[src/rtl/bpred_pkg.sv]
// rtl/bpred_pkg.sv - shared branch-resolve types, widths and miss compare
package bpred_pkg;

  localparam int BIMODAL_W = 12;

  typedef enum logic {
    IDLE,
    SQUASH
  } squash_state_t;

  // Unconditional and taken branches also compare targets; not-taken ones only compare direction.
  function automatic logic branch_miss(
    input logic        pred_dir,
    input logic        taken,
    input logic [31:0] pred_target,
    input logic [31:0] target
  );
    return (pred_dir != taken) || (taken && (pred_target != target));
  endfunction

endpackage

[src/rtl/branch_resolve_unit.sv]
// rtl/branch_resolve_unit.sv - execute-stage branch resolution, redirect, RAS hints, squash window
module branch_resolve_unit #(
  parameter int SQUASH_CYCLES = 2,
  parameter int BIMODAL_W     = bpred_pkg::BIMODAL_W
) (
  input  logic                 clk,
  input  logic                 reset,
  input  logic                 stall,
  input  logic                 ex_valid,
  input  logic                 ex_is_branch,
  input  logic                 ex_is_call,
  input  logic                 ex_is_return,
  input  logic                 ex_taken,
  input  logic [31:0]          ex_target,
  input  logic [31:0]          ex_pc4,
  input  logic                 ex_pred_dir,
  input  logic [31:0]          ex_pred_target,
  input  logic [BIMODAL_W-1:0] ex_carry,
  input  logic                 dbg_sel,
  output logic                 bpred_update,
  output logic [31:0]          bpred_pc4,
  output logic [31:0]          bpred_target,
  output logic                 bpred_dir,
  output logic                 bpred_miss,
  output logic [BIMODAL_W-1:0] bpred_carry,
  output logic                 miss_pred,
  output logic [31:0]          redirect_pc,
  output logic                 c_r_after_r,
  output logic                 is_call,
  output logic                 squash_active,
  output logic [31:0]          dbg_count
);

  import bpred_pkg::*;

  squash_state_t state;
  logic [3:0]    squash_cnt;
  logic          last_was_return;
  logic [31:0]   resolved_count;
  logic [31:0]   miss_count;
  logic          cap;
  logic          miss;

  assign cap  = ex_valid && ex_is_branch && !stall && (state == IDLE);
  assign miss = branch_miss(ex_pred_dir, ex_taken, ex_pred_target, ex_target);

  always_ff @(posedge clk) begin
    if (reset) begin
      state           <= IDLE;
      squash_cnt      <= '0;
      last_was_return <= 1'b0;
      resolved_count  <= '0;
      miss_count      <= '0;
      bpred_update    <= 1'b0;
      bpred_pc4       <= '0;
      bpred_target    <= '0;
      bpred_dir       <= 1'b0;
      bpred_miss      <= 1'b0;
      bpred_carry     <= '0;
      miss_pred       <= 1'b0;
      redirect_pc     <= '0;
      c_r_after_r     <= 1'b0;
      is_call         <= 1'b0;
    end else begin
      bpred_update <= 1'b0;
      miss_pred    <= 1'b0;
      case (state)
        IDLE: begin
          if (cap) begin
            bpred_update    <= 1'b1;
            bpred_pc4       <= ex_pc4;
            bpred_target    <= ex_target;
            bpred_dir       <= ex_taken;
            bpred_miss      <= miss;
            bpred_carry     <= ex_carry;
            is_call         <= ex_is_call;
            c_r_after_r     <= (ex_is_call || ex_is_return) && last_was_return;
            last_was_return <= ex_is_return;
            resolved_count  <= resolved_count + 32'd1;
            if (miss) begin
              miss_pred   <= 1'b1;
              redirect_pc <= ex_taken ? ex_target : ex_pc4;
              miss_count  <= miss_count + 32'd1;
              state       <= SQUASH;
              squash_cnt  <= 4'(SQUASH_CYCLES);
            end
          end
        end
        SQUASH: begin
          // Wrong-path instructions are dropped; only the countdown advances.
          if (!stall) begin
            if (squash_cnt <= 4'd1) begin
              squash_cnt <= '0;
              state      <= IDLE;
            end else begin
              squash_cnt <= squash_cnt - 4'd1;
            end
          end
        end
        default: state <= IDLE;
      endcase
    end
  end

  assign squash_active = (state == SQUASH);
  assign dbg_count     = dbg_sel ? miss_count : resolved_count;

endmodule

[config.mk]
export PLATFORM = sky130hd
export DESIGN_NAME = branch_resolve_unit
export DESIGN_NICKNAME = d
export VERILOG_FILES = /design/src/rtl/bpred_pkg.sv /design/src/rtl/branch_resolve_unit.sv
export SDC_FILE = /design/constraint.sdc
export NUM_CORES = 1
export LEC_CHECK = 0
export ABC_AREA = 1
export BUFFER_PORTS_ARGS = -buffer_cell sky130_fd_sc_hd__buf_2
export CAP_MARGIN = 20
export CORE_AREA = 2 2 146 148
export DETAILED_ROUTE_END_ITERATION = 10
export DIE_AREA = 0 0 148 150
export PLACE_DENSITY = 0.78
export REMOVE_ABC_BUFFERS = 1
export SETUP_SLACK_MARGIN = 0.15
export SLEW_MARGIN = 30
export SYNTH_ARGS = -nofsm -noshare
export SYNTH_HDL_FRONTEND = slang
export SYNTH_SLANG_ARGS = --single-unit
export TNS_END_PERCENT = 100
[constraint.sdc]
create_clock -name clk -period 1.65 [get_ports clk]
set_clock_uncertainty 0.15 [all_clocks]
set_input_delay 0.495 -clock clk [delete_from_list [all_inputs] [get_ports clk]]
set_output_delay 0.495 -clock clk [all_outputs]
set_load 0.05 [all_outputs]
==> flow_metrics.env, run 1 <==
export IMPL_synth_edf_count=0
export IMPL_synth_flop_cell="dfxtp_1"
export IMPL_synth_top_area_cell="dfxtp_1"
export IMPL_clockBufferDepth=2
export IMPL_pre_cts_ws_ns=-0.722
export IMPL_ys_warnings_count=0
export IMPL_haltStage="global routing (5_1_grt)"
export IMPL_synth_area_leaders="dfxtp_1 40%, nand2_1 12%, o21ai_0 10%"
export IMPL_dp_cells=2019
export IMPL_cts_sinks=184
export IMPL_root_buffer="clkbuf_16"
export IMPL_cts_max_level=4
export IMPL_hold_buffers=0
export IMPL_synth_area_mm2=0.00910
export IMPL_grt_overflow=61
export IMPL_synthDistinctLibCells=34
export IMPL_gp_congestion=0.924
export IMPL_status="stopped before the end"
export IMPL_syn_avg_cell_area_um2=6.57
export IMPL_portBuffers=264
export IMPL_ios=265
export IMPL_syn_inst=1385
export IMPL_ys_seq_area_frac=0.405
export IMPL_synth_top_area_share=0.405
export IMPL_endpoint_type="output port"
export IMPL_ys_ff_latch=184
export IMPL_toolErrorMsg="[ERROR GRT-0232] Routing congestion too high. Check the congestion heatmap in the GUI."
export IMPL_grt_util_all_layers=0.772
export IMPL_place_area_mm2=0.0118
export IMPL_start_util=0.440
export IMPL_crit_endpoint="dbg_count[2]"
export IMPL_numCtsBuffers=17
export IMPL_rows=53
export IMPL_die_w_um=148
export IMPL_async_flop_share=0
export IMPL_die_y_um=150
export IMPL_grt_start_max_net_pins=83
export IMPL_dpl_hpwl_um=22100
per-layer routing:
layer	GRT overflow	GRT usage
met5	0	0.227
met4	26	0.770
met3	1	0.627
met2	34	0.947
met1	0	0.765
per-stage QoR:
| stage | TNS, ns | hold slack (ns) |
|---|---|---|
| after detailed placement | -107.53 | 0.306 |
| after CTS | -28.86 | 0.142 |
| after global placement | -100.19 | 0.302 |
| after floorplan | -300.96 | 0.289 |
synth_stat cells (2+ instances only):
master and n:
o22ai_1 2, o211ai_1 2, inv_1 147, nand3b_1 4
inv_2 14, nand2_2 2, a21oi_1 110, nor3_2 3
o21ai_1 3, clkinv_1 2, nor4_1 3, o21ai_0 187
nand2_1 283, nor3_1 28, dfxtp_1 184, ha_1 4
nor2_1 214, buf_6 5, xnor2_1 12, nand3_1 58
nand4_1 14, xor2_1 30, clkbuf_1 54, buf_1 9
nor2_2 2
kinds of logic after synthesis:
logic type	count (synthesis)	synth area share
AOI/OAI and AO/OA	307	0.171
xor gates and xnor gates	42	0.0404
adders and majority gates	4	0.00550
buffers and inverters	233	0.101
DFF	184	0.405
and+or+nand+nor	615	0.278
repair_timing:
item / in CTS
resized for setup: 616
pin swaps: 113
endpoints found under the setup margin: 328
gates cloned: 31
buffers inserted: 102
==> run 2, diff against run 1 <==
Settings changed: CORE_AREA 2 2 146 148 to 2 2 178 180, DIE_AREA 0 0 148 150 to 0 0 180 182, PLACE_DENSITY 0.78 to default, PLACE_DENSITY_LB_ADDON from default to 0.15, SETUP_SLACK_MARGIN 0.15 to default.
Clock period 1.65 ns to 2.1 ns, I/O delays scaled along.
==> run 2 against run 1 <==
The run now ends clean. Synthesized area stayed put. Synthesized cell count unchanged.
==> flow_metrics.env, run 2 <==
export IMPL_status="finished clean"
export IMPL_p_sw_uw=2520
export IMPL_ys_seq_area_frac=0.405
export IMPL_vias_per_cell=4.58
export IMPL_yosysMostFrequentCell="nand2_1"
export IMPL_synth_flop_cell="dfxtp_1"
export IMPL_cp_max_fo=5
export IMPL_p_comb_frac=0.165
export IMPL_wirelength_um=32600
export IMPL_synth_top_area_share=0.405
export IMPL_worstMarginPinSlew_ns=0.401
export IMPL_cap_violations=0
export IMPL_ys_top_cells_by_count="283 x nand2_1, 214 x nor2_1, 187 x o21ai_0"
export IMPL_hold_buffers=0
export IMPL_coreArea_mm2=0.0310
export IMPL_clock_latency_ns=0.44
export IMPL_ir_drop_mv=0.532
export IMPL_layout_min_cycle_time_ns=2.08
export IMPL_synth_area_leaders="dfxtp_1 40%, nand2_1 12%, o21ai_0 10%"
export IMPL_drive_gt1_frac=0.280
export IMPL_power_density_mw_per_mm2=675
export IMPL_total_power_uw=8500
export IMPL_final_common_cell="nand2_1"
export IMPL_final_antenna_net_count=0
export IMPL_portBuffers=264
export IMPL_synth_edf_count=0
export IMPL_crit_type="in -> out"
export IMPL_root_buffer="clkbuf_16"
export IMPL_synth_area_mm2=0.00910
export IMPL_fin_nets=1820
export IMPL_startpoint="dbg_sel"
export IMPL_endpoint="dbg_count[4]"
export IMPL_antenna_found_initial=3
export IMPL_async_flop_share=0
export IMPL_p_int_uw=5990
export IMPL_hold_violations=0
export IMPL_syn_inst=1385
export IMPL_leakagePower_uw=0.00578
export IMPL_fin_crit_sh=0.992
export IMPL_die_area_mm2=0.0328
export IMPL_ios=265
export IMPL_critPathRequiredTime_ns=1.32
export IMPL_critPathLaunchType="input pin"
export IMPL_clk_transition_reported_paths_ns=0.07
export IMPL_critical_path_arrival_ns=1.30
export IMPL_r2r_start="squash_active"
export IMPL_wl_per_cell_um=15.4
export IMPL_clockBufferDepth=2
export IMPL_ys_ff_latch=184
export IMPL_setup_violations=0
export IMPL_synth_top_area_cell="dfxtp_1"
export IMPL_first_global_vias=9235
export IMPL_timing_rr_end="resolved_count[26]"
export IMPL_grt_overflow=0
export IMPL_grt_util_all_layers=0.196
export IMPL_ys_warnings_count=0
export IMPL_seq_power_share=0.431
export IMPL_slew_viol_final=0
export IMPL_clkPwrFrac=0.404
export IMPL_drc=0
export IMPL_whs_ns=0.282
export IMPL_syn2layout_area_growth_pct=38.4
export IMPL_start_util=0.294
export IMPL_num_vias=9688
export IMPL_grt_pass1_wl_um=50700
export IMPL_switching_share=0.296
export IMPL_syn_avg_cell_area_um2=6.57
export IMPL_grt_start_max_net_pins=81
export IMPL_end_kind="output port"
export IMPL_cts_tree="built"
export IMPL_die_w_um=180
export IMPL_rows=65
export IMPL_die_y_um=182
export IMPL_drt_iter0_drc=582
export IMPL_cts_max_level=4
export IMPL_cts_sinks=184
export IMPL_slew_headroom=0.732
export IMPL_hold_class="in -> reg"
export IMPL_clock_fmax_ghz=0.480
export IMPL_gp_congestion=0.833
export IMPL_dr_pass1_iters=5
export IMPL_ff2ff_setup_slack_ns=0.18
export IMPL_reg2regPathDepth=14
export IMPL_synthDistinctLibCells=34
export IMPL_final_cell_mix="282 x nand2_1, 231 x buf_2, 208 x nor2_1, 160 x o21ai_0, 155 x dfxtp_1"
export IMPL_dpl_hpwl_um=23900
export IMPL_numCtsBuffers=17
export IMPL_post_cts_setup_buffer_count=0
export IMPL_rsz0062_at_grt="yes"
==> run 2: cell counts after synthesis <==
No cell type changed its count.
==> run 2: layout make-up <==
type | count | area (µm²)
inverter | 163 | 616
clock inverter | 12 | 161
sequential | 184 | 3720
tap | 402 | 503
timing repair buffer | 364 | 2500
antenna | 1 | 2.50
fill | 3355 | 18400
multi-input combinational | 968 | 4640
clock buffer | 20 | 447
==> run 2: worst min path at each step <==
stage / start / end / slack, ns / cells past startpoint
floorplan: resolved_count[31] / resolved_count[31] / 0.29 / 2
global placement: resolved_count[31] / resolved_count[31] / 0.30 / 2
detailed placement: resolved_count[31] / resolved_count[31] / 0.31 / 2
CTS: ex_pc4[8] / bpred_pc4[8] / 0.26 / 3
global route: ex_pc4[8] / bpred_pc4[8] / 0.27 / 3
finish: ex_pc4[21] / bpred_pc4[21] / 0.28 / 3
==> run 2: critical path, stage by stage <==
cell	delay [ns]
buf_16	0.13
clkbuf_16	0.16
o21ai_1	0.16
buf_4	0.22
==> run 2: per-layer routing <==
metal | global-route usage | routed length, µm
met5 | 0 | 7
met4 | 0.0455 | 392
met2 | 0.332 | 15400
met1 | 0.240 | 14400
met3 | 0.0646 | 2390
==> run 2: what timing repair did <==
action	4_1_cts	5_1_grt
setup endpoints to repair	32	77
resized for setup	93	67
gates cloned	2	5
pin swaps	0	3
==> run 2: cell families after synthesis <==
family	Yosys count	share of synthesized area
AND/OR/NAND/NOR	615	0.278
AO/OA/AOI/OAI	307	0.171
buffers and inverters	233	0.101
flip-flops	184	0.405
XOR/XNOR	42	0.0404
adder cells (fa/ha/maj)	4	0.00550
==> run 2: per-stage QoR <==
step / cell area (µm²) / TNS, ns / worst slack [ns] / util / instances
2_1_floorplan: 8790 / -223.15 / -2.00 / - / 1315
3_3_place_gp: 11400 / -37.77 / -0.392 / 0.369 / 2074
3_5_place_dp: 11400 / -39.33 / -0.416 / 0.369 / 2074
4_1_cts: 12300 / -0.0509 / -0.0217 / 0.397 / 2108
5_1_grt: 12600 / -0.0140 / -0.0140 / 0.406 / 2113
6_report: 12600 / 0 / 0.0159 / 0.406 / 2114
==> run 2: power groups by stage <==
stage | clock, µW | sequential [µW] | combinational [µW]
after floorplan | 0 | 4130 | 398
after global placement | 0 | 3750 | 1340
after detailed placement | 0 | 3750 | 1350
after CTS | 3530 | 3670 | 1390
after global routing | 3660 | 3680 | 1530
final | 3430 | 3670 | 1400
No activity file was read; power rests on OpenSTA's default activity.
==> run 3, diff against run 2 <==
Settings changed: CORE_AREA 2 2 178 180 to 2 2 138 140, DIE_AREA 0 0 180 182 to 0 0 140 142, SLEW_MARGIN 30 to default.
Clock period 2.1 ns to 2 ns, I/O delays scaled along.
==> run 3 against run 2 <==
The run now ends with design-rule violations, negative setup slack left. Sequential share of layout area is 0.76 points higher. Cell area is 1.7% lower. Count of clock-buffer cells in the layout is 3 lower. Critical path depth stayed put. First-iteration DRC count is 15% higher. Die area is 39% lower. Global-route usage is 9.2 points higher. Power is 2.4% higher. Register-to-register slack worse by 0.08 ns. Wire length is 9.5% lower. Non-clock buffer count is 3 lower. Critical path type unchanged.
==> flow_metrics.env, run 3 (synthesis results as in run 2) <==
export IMPL_status="finished, violations left"
export IMPL_violations="design-rule violations, negative setup slack"
export IMPL_fin_nets=1817
export IMPL_clk_transition_reported_paths_ns=0.08
export IMPL_end_kind="output port"
export IMPL_final_area_mm2=0.0124
export IMPL_syn2layout_area_growth_pct=36.1
export IMPL_cp_max_fo=11
export IMPL_final_common_cell="nand2_1"
export IMPL_switching_share=0.308
export IMPL_clkPwrFrac=0.393
export IMPL_clock_latency_ns=0.43
export IMPL_final_antenna_net_count=0
export IMPL_wl_per_cell_um=15.2
export IMPL_p_int_uw=6020
export IMPL_crit_type="in -> out"
export IMPL_gp_congestion=0.910
export IMPL_ios=265
export IMPL_hold_violations=0
export IMPL_total_power_uw=8710
export IMPL_rows=50
export IMPL_grt_start_max_net_pins=76
export IMPL_startpoint="dbg_sel"
export IMPL_final_cell_mix="281 x nand2_1, 231 x buf_2, 205 x nor2_1, 160 x o21ai_0, 144 x inv_1"
export IMPL_slew_viol_final=0
export IMPL_grt_util_all_layers=0.288
export IMPL_setup_violations=14
export IMPL_worstMarginPinSlew_ns=0.413
export IMPL_drive_gt1_frac=0.297
export IMPL_clock_fmax_ghz=0.492
export IMPL_drc=4
export IMPL_antenna_found_initial=1
export IMPL_p_sw_uw=2690
export IMPL_critPathRequiredTime_ns=1.25
export IMPL_met1_usage=0.350
export IMPL_cts_tree="built"
export IMPL_clockBufferDepth=2
export IMPL_numCtsBuffers=17
export IMPL_power_density_mw_per_mm2=703
export IMPL_die_w_um=140
export IMPL_dr_pass1_iters=10
export IMPL_wirelength_um=29500
export IMPL_finalWorstSetupSlack_ns=-0.0337
export IMPL_cts_sinks=184
export IMPL_start_util=0.493
export IMPL_vias_per_cell=5.18
export IMPL_critical_path_arrival_ns=1.28
export IMPL_cts_max_level=4
export IMPL_coreArea_mm2=0.0185
export IMPL_rsz0062_at_grt="yes"
export IMPL_grt_pass1_wl_um=46400
export IMPL_hp_start="ex_pc4[5]"
export IMPL_p_comb_frac=0.166
export IMPL_first_global_vias=9496
export IMPL_num_vias=10100
export IMPL_finalSetupTns_ns=-0.192
export IMPL_dpl_hpwl_um=20800
export IMPL_layout_min_cycle_time_ns=2.03
export IMPL_grt_overflow=0
export IMPL_drt_iter0_drc=672
export IMPL_ir_drop_mv=0.498
export IMPL_root_buffer="clkbuf_16"
export IMPL_busiest_layer="met2"
export IMPL_cap_violations=0
export IMPL_critPathLaunchType="input pin"
export IMPL_grt_util_met2=0.502
export IMPL_hold_class="in -> reg"
export IMPL_portBuffers=264
export IMPL_seq_power_share=0.442
export IMPL_ff2ff_setup_slack_ns=0.10
export IMPL_leakagePower_uw=0.00573
export IMPL_r2r_start="miss_count[8]"
export IMPL_die_area_mm2=0.0199
export IMPL_grt_use_met3=0.0643
export IMPL_place_area_mm2=0.0112
export IMPL_die_y_um=142
export IMPL_hold_buffers=0
export IMPL_slew_headroom=0.725
export IMPL_fin_crit_sh=1.02
run 3: what timing repair did:
action / 4_1_cts / 5_1_grt
setup buffers: 0 / 2
pin swaps: 0 / 4
gates cloned: 2 / 2
resized for setup: 119 / 83
endpoints found under the setup margin: 35 / 80
run 3: power by group through the flow:
stage	Sequential, µW	Combinational (µW)	Clock (µW)
after CTS	3850	1420	3460
final	3840	1440	3420
after detailed placement	3930	1380	0
after global placement	3930	1360	0
after floorplan	4330	418	0
after global routing	3860	1570	3590
run 3: path summary, 6_finish.rpt:
| path | endpoint | cells past startpoint |
|---|---|---|
| min reg2reg | bpred_miss | 2 |
| max reg2reg | miss_count[12] | 7 |
| min | bpred_pc4[5] | 3 |
| max | dbg_count[29] | 4 |
run 3: through the flow:
step	setup WS [ns]	util	cells	hold WS, ns
global route	-0.0712	0.671	1942	0.260
CTS	-0.0619	0.654	1937	0.251
global placement	-0.310	0.607	1904	0.304
finish	-0.0337	0.671	1942	0.265
floorplan	-2.07	-	1315	0.289
detailed placement	-0.370	0.607	1904	0.314
run 3: area by class of cell:
type                    instances  area (µm²)
diodes                          1        2.50
clock buffers                  17         425
clock inverters                14         161
fillers                      1665        6070
inverters                     163         618
multi-input cells             968        4680
flip-flops and latches        184        3750
well taps                     234         293
repair buffers                361        2440
run 3: routing by layer:
| layer | up-vias | routed length [µm] |
|---|---|---|
| met3 | 91 | 2140 |
| met1 | 4540 | 12000 |
| met2 | 390 | 14300 |
| met4 | 0 | 1080 |
| li1 | 5039 | - |
| met5 | - | 0 |
run 3: critical path: stages:
cell,delay [ns]
buf_12,0.13
buf_16,0.16
o21ai_2,0.19
buf_6,0.18
